==> config.mk <==
export PLATFORM = sky130hd
export DESIGN_NAME = scaler_history_fifo_flat
export DESIGN_NICKNAME = d
export VERILOG_FILES = /design/src/rtl/scaler_history_fifo_if.sv /design/src/rtl/scaler_history_fifo.sv /design/src/flat_wrapper.sv
export SDC_FILE = /design/constraint.sdc
export NUM_CORES = 1
export LEC_CHECK = 0
export BUFFER_PORTS_ARGS = -buffer_cell sky130_fd_sc_hd__buf_2
export CAP_MARGIN = 20
export CORE_ASPECT_RATIO = 1.1
export CORE_MARGIN = 10
export CORE_UTILIZATION = 55
export DETAILED_ROUTE_END_ITERATION = 7
export PLACE_DENSITY_LB_ADDON = 0.05
export SLEW_MARGIN = 20
export SYNTH_ARGS = -nofsm -noshare
export SYNTH_HDL_FRONTEND = slang
export SYNTH_SLANG_ARGS = --single-unit
==> constraint.sdc <==
create_clock -name clk -period 9.7 [get_ports clk]
set_input_delay 1.94 -clock clk [delete_from_list [all_inputs] [get_ports clk]]
set_output_delay 1.94 -clock clk [all_outputs]
set_load 0.01 [all_outputs]
==> src/rtl/scaler_history_fifo_if.sv <==
// Bus between the scaler/readout side and scaler_history_fifo.
// master: scaler + readout logic (drives requests); slave: the history FIFO.
interface scaler_history_fifo_if #(
  parameter int unsigned P_N_WIDTH    = 32,
  parameter int unsigned P_ADDR_WIDTH = 4,
  parameter int unsigned P_TS_WIDTH   = 48,
  parameter int unsigned P_DROP_WIDTH = 16
);
  logic                    update_in;
  logic                    valid_in;
  logic [P_N_WIDTH-1:0]    n_pedge_in;
  logic                    flush;
  logic                    rd_req;
  logic                    rd_valid;
  logic [P_N_WIDTH-1:0]    rd_data;
  logic                    rd_sat;
  logic [P_TS_WIDTH-1:0]   rd_ts;
  logic                    rd_empty_err;
  logic [P_ADDR_WIDTH:0]   fill;
  logic [P_DROP_WIDTH-1:0] n_dropped;

  modport master (
    output update_in, valid_in, n_pedge_in, flush, rd_req,
    input  rd_valid, rd_data, rd_sat, rd_ts, rd_empty_err, fill, n_dropped
  );

  modport slave (
    input  update_in, valid_in, n_pedge_in, flush, rd_req,
    output rd_valid, rd_data, rd_sat, rd_ts, rd_empty_err, fill, n_dropped
  );
endinterface

==> src/rtl/scaler_history_fifo.sv <==
// Circular history buffer of completed scaler periods (count + saturation flag).
// Optional per-entry timestamp enabled by defining SCALER_HIST_TIMESTAMP_EN.
module scaler_history_fifo #(
  parameter int unsigned P_N_WIDTH    = 32,
  parameter int unsigned P_ADDR_WIDTH = 4,
  parameter int unsigned P_TS_WIDTH   = 48,
  parameter int unsigned P_DROP_WIDTH = 16
) (
  input logic                 clk,
  input logic                 i_rst,
  scaler_history_fifo_if.slave bus
);

  localparam int unsigned DEPTH  = 2 ** P_ADDR_WIDTH;
  localparam int unsigned FILL_W = P_ADDR_WIDTH + 1;
`ifdef SCALER_HIST_TIMESTAMP_EN
  localparam int unsigned ENTRY_W = P_N_WIDTH + 1 + P_TS_WIDTH;
`else
  localparam int unsigned ENTRY_W = P_N_WIDTH + 1;
`endif

  logic [ENTRY_W-1:0]      mem [DEPTH];
  logic [P_ADDR_WIDTH-1:0] wr_ptr;
  logic [P_ADDR_WIDTH-1:0] rd_ptr;
  logic [FILL_W-1:0]       fill_q;
  logic [P_DROP_WIDTH-1:0] dropped_q;

  logic               empty_c;
  logic               full_c;
  logic               wr_req_c;
  logic               pop_c;
  logic               push_c;
  logic               drop_c;
  logic               sat_c;
  logic [ENTRY_W-1:0] wr_entry_c;
  logic [ENTRY_W-1:0] rd_entry_c;

`ifdef SCALER_HIST_TIMESTAMP_EN
  logic [P_TS_WIDTH-1:0] ts_q;

  // Free-running timestamp, wraps silently; flush does not touch it.
  always_ff @(posedge clk) begin
    if (i_rst) ts_q <= '0;
    else       ts_q <= ts_q + 1'b1;
  end
`endif

  // Write/pop qualification; a flush suppresses both, a pop frees a slot for a same-cycle write.
  always_comb begin
    empty_c    = 1'b0;
    full_c     = 1'b0;
    wr_req_c   = 1'b0;
    pop_c      = 1'b0;
    push_c     = 1'b0;
    drop_c     = 1'b0;
    sat_c      = 1'b0;
    wr_entry_c = '0;
    rd_entry_c = mem[rd_ptr];

    empty_c  = (fill_q == '0);
    full_c   = (fill_q == FILL_W'(DEPTH));
    wr_req_c = bus.update_in && bus.valid_in && !bus.flush;
    pop_c    = bus.rd_req && !empty_c && !bus.flush;
    push_c   = wr_req_c && (!full_c || pop_c);
    drop_c   = wr_req_c && full_c && !pop_c;
    sat_c    = &bus.n_pedge_in;
`ifdef SCALER_HIST_TIMESTAMP_EN
    wr_entry_c = {ts_q, sat_c, bus.n_pedge_in};
`else
    wr_entry_c = {sat_c, bus.n_pedge_in};
`endif
  end

  // Storage array; contents are intentionally not reset.
  always_ff @(posedge clk) begin
    if (push_c && !i_rst) mem[wr_ptr] <= wr_entry_c;
  end

  // Pointers, occupancy, drop counter and registered read port.
  always_ff @(posedge clk) begin
    if (i_rst) begin
      wr_ptr           <= '0;
      rd_ptr           <= '0;
      fill_q           <= '0;
      dropped_q        <= '0;
      bus.rd_valid     <= 1'b0;
      bus.rd_data      <= '0;
      bus.rd_sat       <= 1'b0;
      bus.rd_empty_err <= 1'b0;
    end else begin
      bus.rd_valid     <= 1'b0;
      bus.rd_empty_err <= 1'b0;
      if (bus.flush) begin
        wr_ptr    <= '0;
        rd_ptr    <= '0;
        fill_q    <= '0;
        dropped_q <= '0;
      end else begin
        if (push_c) wr_ptr <= wr_ptr + 1'b1;
        if (pop_c) begin
          rd_ptr       <= rd_ptr + 1'b1;
          bus.rd_valid <= 1'b1;
          bus.rd_data  <= rd_entry_c[P_N_WIDTH-1:0];
          bus.rd_sat   <= rd_entry_c[P_N_WIDTH];
        end
        if (bus.rd_req && empty_c) bus.rd_empty_err <= 1'b1;
        if (push_c && !pop_c)      fill_q <= fill_q + 1'b1;
        else if (pop_c && !push_c) fill_q <= fill_q - 1'b1;
        if (drop_c && (dropped_q != '1)) dropped_q <= dropped_q + 1'b1;
      end
    end
  end

`ifdef SCALER_HIST_TIMESTAMP_EN
  // Timestamp of the popped entry, updated alongside rd_data.
  always_ff @(posedge clk) begin
    if (i_rst)      bus.rd_ts <= '0;
    else if (pop_c) bus.rd_ts <= rd_entry_c[ENTRY_W-1 -: P_TS_WIDTH];
  end
`else
  assign bus.rd_ts = '0;
`endif

  assign bus.fill      = fill_q;
  assign bus.n_dropped = dropped_q;

endmodule

==> src/flat_wrapper.sv <==
// flat-port wrapper written by rule: the top's interface ports become plain ports
module scaler_history_fifo_flat 
#(
  parameter int unsigned P_N_WIDTH    = 32,
  parameter int unsigned P_ADDR_WIDTH = 4,
  parameter int unsigned P_TS_WIDTH   = 48,
  parameter int unsigned P_DROP_WIDTH = 16
)
  (clk, i_rst, bus_update_in, bus_valid_in, bus_n_pedge_in, bus_flush, bus_rd_req, bus_rd_valid, bus_rd_data, bus_rd_sat, bus_rd_ts, bus_rd_empty_err, bus_fill, bus_n_dropped);
  scaler_history_fifo_if #(.P_N_WIDTH(P_N_WIDTH), .P_ADDR_WIDTH(P_ADDR_WIDTH), .P_TS_WIDTH(P_TS_WIDTH), .P_DROP_WIDTH(P_DROP_WIDTH)) bus_i ();
  input logic clk;
  input logic i_rst;
  input wire logic [$bits(bus_i.update_in)-1:0] bus_update_in;
  input wire logic [$bits(bus_i.valid_in)-1:0] bus_valid_in;
  input wire logic [$bits(bus_i.n_pedge_in)-1:0] bus_n_pedge_in;
  input wire logic [$bits(bus_i.flush)-1:0] bus_flush;
  input wire logic [$bits(bus_i.rd_req)-1:0] bus_rd_req;
  output wire logic [$bits(bus_i.rd_valid)-1:0] bus_rd_valid;
  output wire logic [$bits(bus_i.rd_data)-1:0] bus_rd_data;
  output wire logic [$bits(bus_i.rd_sat)-1:0] bus_rd_sat;
  output wire logic [$bits(bus_i.rd_ts)-1:0] bus_rd_ts;
  output wire logic [$bits(bus_i.rd_empty_err)-1:0] bus_rd_empty_err;
  output wire logic [$bits(bus_i.fill)-1:0] bus_fill;
  output wire logic [$bits(bus_i.n_dropped)-1:0] bus_n_dropped;
  assign bus_i.update_in = bus_update_in;
  assign bus_i.valid_in = bus_valid_in;
  assign bus_i.n_pedge_in = bus_n_pedge_in;
  assign bus_i.flush = bus_flush;
  assign bus_i.rd_req = bus_rd_req;
  assign bus_rd_valid = bus_i.rd_valid;
  assign bus_rd_data = bus_i.rd_data;
  assign bus_rd_sat = bus_i.rd_sat;
  assign bus_rd_ts = bus_i.rd_ts;
  assign bus_rd_empty_err = bus_i.rd_empty_err;
  assign bus_fill = bus_i.fill;
  assign bus_n_dropped = bus_i.n_dropped;
  scaler_history_fifo #(.P_N_WIDTH(P_N_WIDTH), .P_ADDR_WIDTH(P_ADDR_WIDTH), .P_TS_WIDTH(P_TS_WIDTH), .P_DROP_WIDTH(P_DROP_WIDTH)) u_core (.clk(clk), .i_rst(i_rst), .bus(bus_i));
endmodule
== Word-level counts from Yosys, hierarchy flattened ==
Memory sizes are Yosys's and may differ from the RTL's. A register that Yosys moved wholly into a read port is not among the register bits.
Cells that the tools add are included.
Storage, ports and cells
  input port bits: 38
  memories: 1
  flip-flop bits (word level): 31
  logic and storage cells: 45
  memory bits (writable): 528
Cells by class
  bitwise operators: 1
  reduce and logical (&&, ||, !) cells: 24
  $add $sub $neg: 5
  multiplexer cells: 6
  eq/ne operators: 2
Memory list
  u_core.mem: words 16, width 33, read ports 1, clocked after Yosys merged registers in 1, write ports 1, line scaler_history_fifo.sv:22  | logic [ENTRY_W-1:0] mem [DEPTH];
Operators with widths (count)
  32-bit AND reduction: 1
  16-bit by 1-bit adder with 16-bit output, second input constant: 1
  16-bit inequality test, second input constant: 1
  1-bit logical AND: 12
  5-bit two-way mux: 2
  4-bit by 1-bit adder with 4-bit output, second input constant: 2
  1-bit zero test: 6
  5-bit by 1-bit adder with 5-bit output, second input constant: 1
  5-bit == test, second input constant: 1
  5-bit zero test: 1
  5-bit by 1-bit subtractor with 5-bit output, second input constant: 1
  1-bit two-way mux: 4
  2-bit AND reduction: 1
  2-bit nonzero test: 1
  2-bit OR reduction: 1
  1-bit logical OR: 1
  1-bit inverter: 1

== Longest topological paths before layout ==
  word-level depth: 10
  gate-level depth with buffers: 12
  mapped depth without buffers: 11

== Worst setup path after synthesis ==
No wires, ideal clock.
  path kind: input -> register
  start point: input port bus_rd_req
  end point: memory u_core.mem[3][0] (netlist name), enable pin
  arrival time: 4.190 ns
  setup slack: 5.087 ns
  cell stages on the path: 4
  cells stage by stage: inv_1 > a311oi_2 > nand2_1 > nor2_1
On the way
  cells in the longest elaborated chain, start to end: 7
RTL lines
  start, declared: line flat_wrapper.sv:17  | input wire logic [$bits(bus_i.rd_req)-1:0] bus_rd_req;
  1-bit logical AND (2 in series): line scaler_history_fifo.sv:63  | pop_c = bus.rd_req && !empty_c && !bus.flush;
  1-bit logical OR: line scaler_history_fifo.sv:64  | push_c = wr_req_c && (!full_c || pop_c);
  1-bit logical AND: line scaler_history_fifo.sv:64
  1-bit logical AND: line scaler_history_fifo.sv:76  | if (push_c && !i_rst) mem[wr_ptr] <= wr_entry_c;
  1-bit two-way mux: line scaler_history_fifo.sv:76
  1-bit two-way mux (not written as such): line scaler_history_fifo.sv:76
  end, declared: line scaler_history_fifo.sv:22
Every way passes these cells.

== Final worst setup path ==
  start point: input port bus_rd_req
  end point: register u_core.fill_q[4], in the netlist u_core.bus.fill[4]
On the way
  cells in the longest elaborated chain, start to end: 7
  elaborated cells on any way between the ends: 10
RTL lines
  1-bit logical AND (*) (2 in series): line scaler_history_fifo.sv:63
  1-bit logical OR: line scaler_history_fifo.sv:64
  1-bit logical AND: line scaler_history_fifo.sv:64
  1-bit zero test: line scaler_history_fifo.sv:108  | else if (pop_c && !push_c) fill_q <= fill_q - 1'b1;
  1-bit logical AND: line scaler_history_fifo.sv:108
  2-bit nonzero test (no line)
  end signal, assigned: line scaler_history_fifo.sv:107  | if (push_c && !pop_c) fill_q <= fill_q + 1'b1;
  end signal, assigned: line scaler_history_fifo.sv:108
  end, declared: line scaler_history_fifo.sv:25  | logic [FILL_W-1:0] fill_q;
Every way passes the cells marked *; elsewhere a longest branch is shown, timed or not.
A chain may end at the register's enable or synchronous reset.

==> impl_metrics.toml <==
[layout]
utilization_pct = 62.7
antenna_cells = 0
drive_above_1_share_pct = 28.3
area_growth_pct = 12.9
nets = 1310

[critical_path]
cp.arrival_ns = 4.69
reg2reg_from = "u_core.rd_ptr[0]$_SDFFE_PP0N_"
crit_path_cell_trace = "buf_2 > inv_1 > a211oi_4 > buf_4 > inv_1 > ha_1 > inv_1 > ha_1 > a21o_1 > a21oi_1 > xnor2_1 > or3_1 > a21oi_1"
critPathSlowestCell = "buf_4"
worstSetupStartpoint = "bus_rd_req"
cp-start-kind = "input port"
crit_family = "buffers and inverters"
crit_buf_inv = 5
cp.required_ns = 10.22
crit_path_frequent_cell = "inv_1"
criticalPathCategory = "input port to flip-flop"
worst-path-max-fanout = 71
slowest_delay_ns = 0.67
reg2reg_slack_ns = 6.07
end_kind = "flip-flop"

[floorplanning]
die_y_um = 234
num_rows = 78
start_util_pct = 55.5
top_level_ports = 142
dieWidth_um = 214
core_um2 = 41200
die_area_um2 = 50100

[route]
dr.pass1.iters = 5
avgViaCountPerCell = 6.09
dr_total_vias = 11400
postRouteAntennaNets = 0
wl_per_cell_um = 29.2
drt_iter0_drc = 999
finalWirelength_um = 54400
route.detailed.drc = 0

[timing]
skew_ns = 0.0129
worstMarginPinSlew_ns = 0.991
rsz0062_at_grt = "no"
holdWs_ns = 0.494
setup_viol = 0
hold_violations = 0
maxSlewViolCount = 0
max_slew_margin_pct = 33.9
fin_crit_sh_pct = 43.1
fin_ws_ns = 5.52
period_minus_slack_ns = 4.18
tns_ns = 0
fmax_mhz = 239

[place]
place.gp.congestion = 0.771
detailed_place_hpwl_um = 33500
pre_cts_slack_ns = 4.85
port_buffers = 93

[yosys]
synth_common_cells = "edfxtp_1, mux4_2, nor2_1"
synth_top_area_share_pct = 69.3
ys.flop_type = "edfxtp_1"
yosys_warnings = 0
synth_most_common_cell = "edfxtp_1"
synth_edf_count = 528
synth_seq_cells = 592
syn_area_um2 = 22900
synth_cell_types = 49
synth_cells = 1148
synthArstFlopShare_pct = 0
netlist_top_cells_area = "edfxtp_1, mux4_2, dfxtp_1"
yosysSeqAreaShare_pct = 75.0
avgSynthCellArea_um2 = 19.9
synth_top_area_cell = "edfxtp_1"

[grt]
grtUsageTotal_pct = 21.7
grt_start_max_net_pins = 72
grt_pass1_wl_um = 79400
grtUsageMet1_pct = 27.7
top_usage_layer = "met2"
grt_use_met2_pct = 37.1
antenna_found_initial = 0
gr-total-overflow = 0
use_met3_pct = 4.09
grt_pass1_vias = 11500

[clocking]
clock_sinks = 592
clkTransAtPathRegs_ns = 0.06
cts_resized = 0
insertion_delay_ns = 0.60
cts_buffers = 56
htreeDepth = 2
holdBufCountCts = 0
post_cts_buffers = 0
cts_tree = "done"
cts-root-buf = "clkbuf_16"
clockBufferDepth = 3

[run_status]
status = "complete, no violations"

[power]
ir_worst_vdd_v = 0.000161
powerDensity_nw_per_um2 = 196
leakage_nw = 8.09

[run]
maxCapViolations = 0

[hold_path]
hold_path_class = "flip-flop to flip-flop"
hold_start = "u_core.bus.rd_data[28]$_SDFFE_PP0P_"
==> cell type report <==
type	instances	area (µm²)
clock buffer	71	1540
clock inverter	32	225
fill	2918	15400
inverter	9	33.8
multi-input combinational	483	5380
sequential	592	17100
tap	560	701
timing repair buffer	119	798
==> registers in the layout, summed over array words and instances (netlist names) <==
| name | cells |
|---|---|
| u_core.bus.rd_data | 32 |
| u_core.mem | 528 |
| u_core.bus.n_dropped | 16 |
| u_core.wr_ptr | 4 |
| u_core.rd_ptr | 4 |
| u_core.bus.rd_empty_err | 1 |
| u_core.bus.rd_sat | 1 |
| u_core.bus.fill | 5 |
| u_core.bus.rd_valid | 1 |
==> path summary, 6_finish.rpt <==
| check | endpoint | cells after the start |
|---|---|---|
| max | u_core.bus.fill[4]$_SDFFE_PP0P_ | 13 |
| min | u_core.bus.rd_data[28]$_SDFFE_PP0P_ | 2 |
| max reg2reg | u_core.bus.rd_data[11]$_SDFFE_PP0P_ | 5 |
| min reg2reg | u_core.bus.rd_data[28]$_SDFFE_PP0P_ | 2 |
==> per-layer routing <==
layer / up-vias / share of wire (%)
met2: 396 / 51
met3: 85 / 6.2
met5: - / 0
met4: 0 / 3.0
li1: 4860 / -
met1: 6029 / 40
==> layout by cell type, fill, tap and decap left out, drive strengths merged, types with 3 or more instances in the layout <==
cell type,synthesis,layout
bufinv,0,3
ha,10,10
a21oi,10,10
xor2,6,6
clkinv,0,25
nor2,79,79
xnor2,14,14
clkbuf,35,71
a22oi,66,66
clkinvlp,0,4
conb,1,48
a211oi,5,5
nand3,9,9
nor4,4,4
a311oi,34,34
a21o,3,3
dfxtp,64,64
mux4,132,132
buf,76,119
and4,3,3
nand2,17,17
a2111oi,4,4
edfxtp,528,528
inv,9,9
nand4,12,12
==> logic make-up after synthesis <==
family          after synthesis  share of synthesized area, %
simple gates                140                          3.00
flops                       592                          75.0
compound gates              130                          4.57
mux                         134                          13.1
buf+inv                     120                          2.97
fa+ha+maj                    11                         0.635
xor+xnor                     20                         0.766
other cells                   1                        0.0164
==> tightest hold or removal path: stages, from the launching register on <==
cell and delay, ns:
dfxtp_1 0.31, nor2_1 0.09, a311oi_1 0.05
==> through the flow <==
| stage | total power [mW] | cells | cell area [µm²] |
|---|---|---|---|
| 3_3_place_gp | 3.00 | 1755 | 23900 |
| 2_1_floorplan | 2.93 | 1195 | 23000 |
| 3_5_place_dp | 3.00 | 1762 | 24000 |
| 6_report | 5.05 | 1866 | 25800 |
| 4_1_cts | 5.08 | 1865 | 25800 |
| 5_1_grt | 5.20 | 1866 | 25800 |
==> report_power, final <==
group | switching, mW | leakage [nW] | total (mW) | internal, mW
clock network | 0.910 | 0.863 | 2.10 | 1.19
logic | 0.105 | 1.94 | 0.150 | 0.0456
registers | 0.0109 | 5.29 | 2.79 | 2.78
total | 1.03 | 8.09 | 5.05 | 4.02
(Power assumes the default switching activity.)
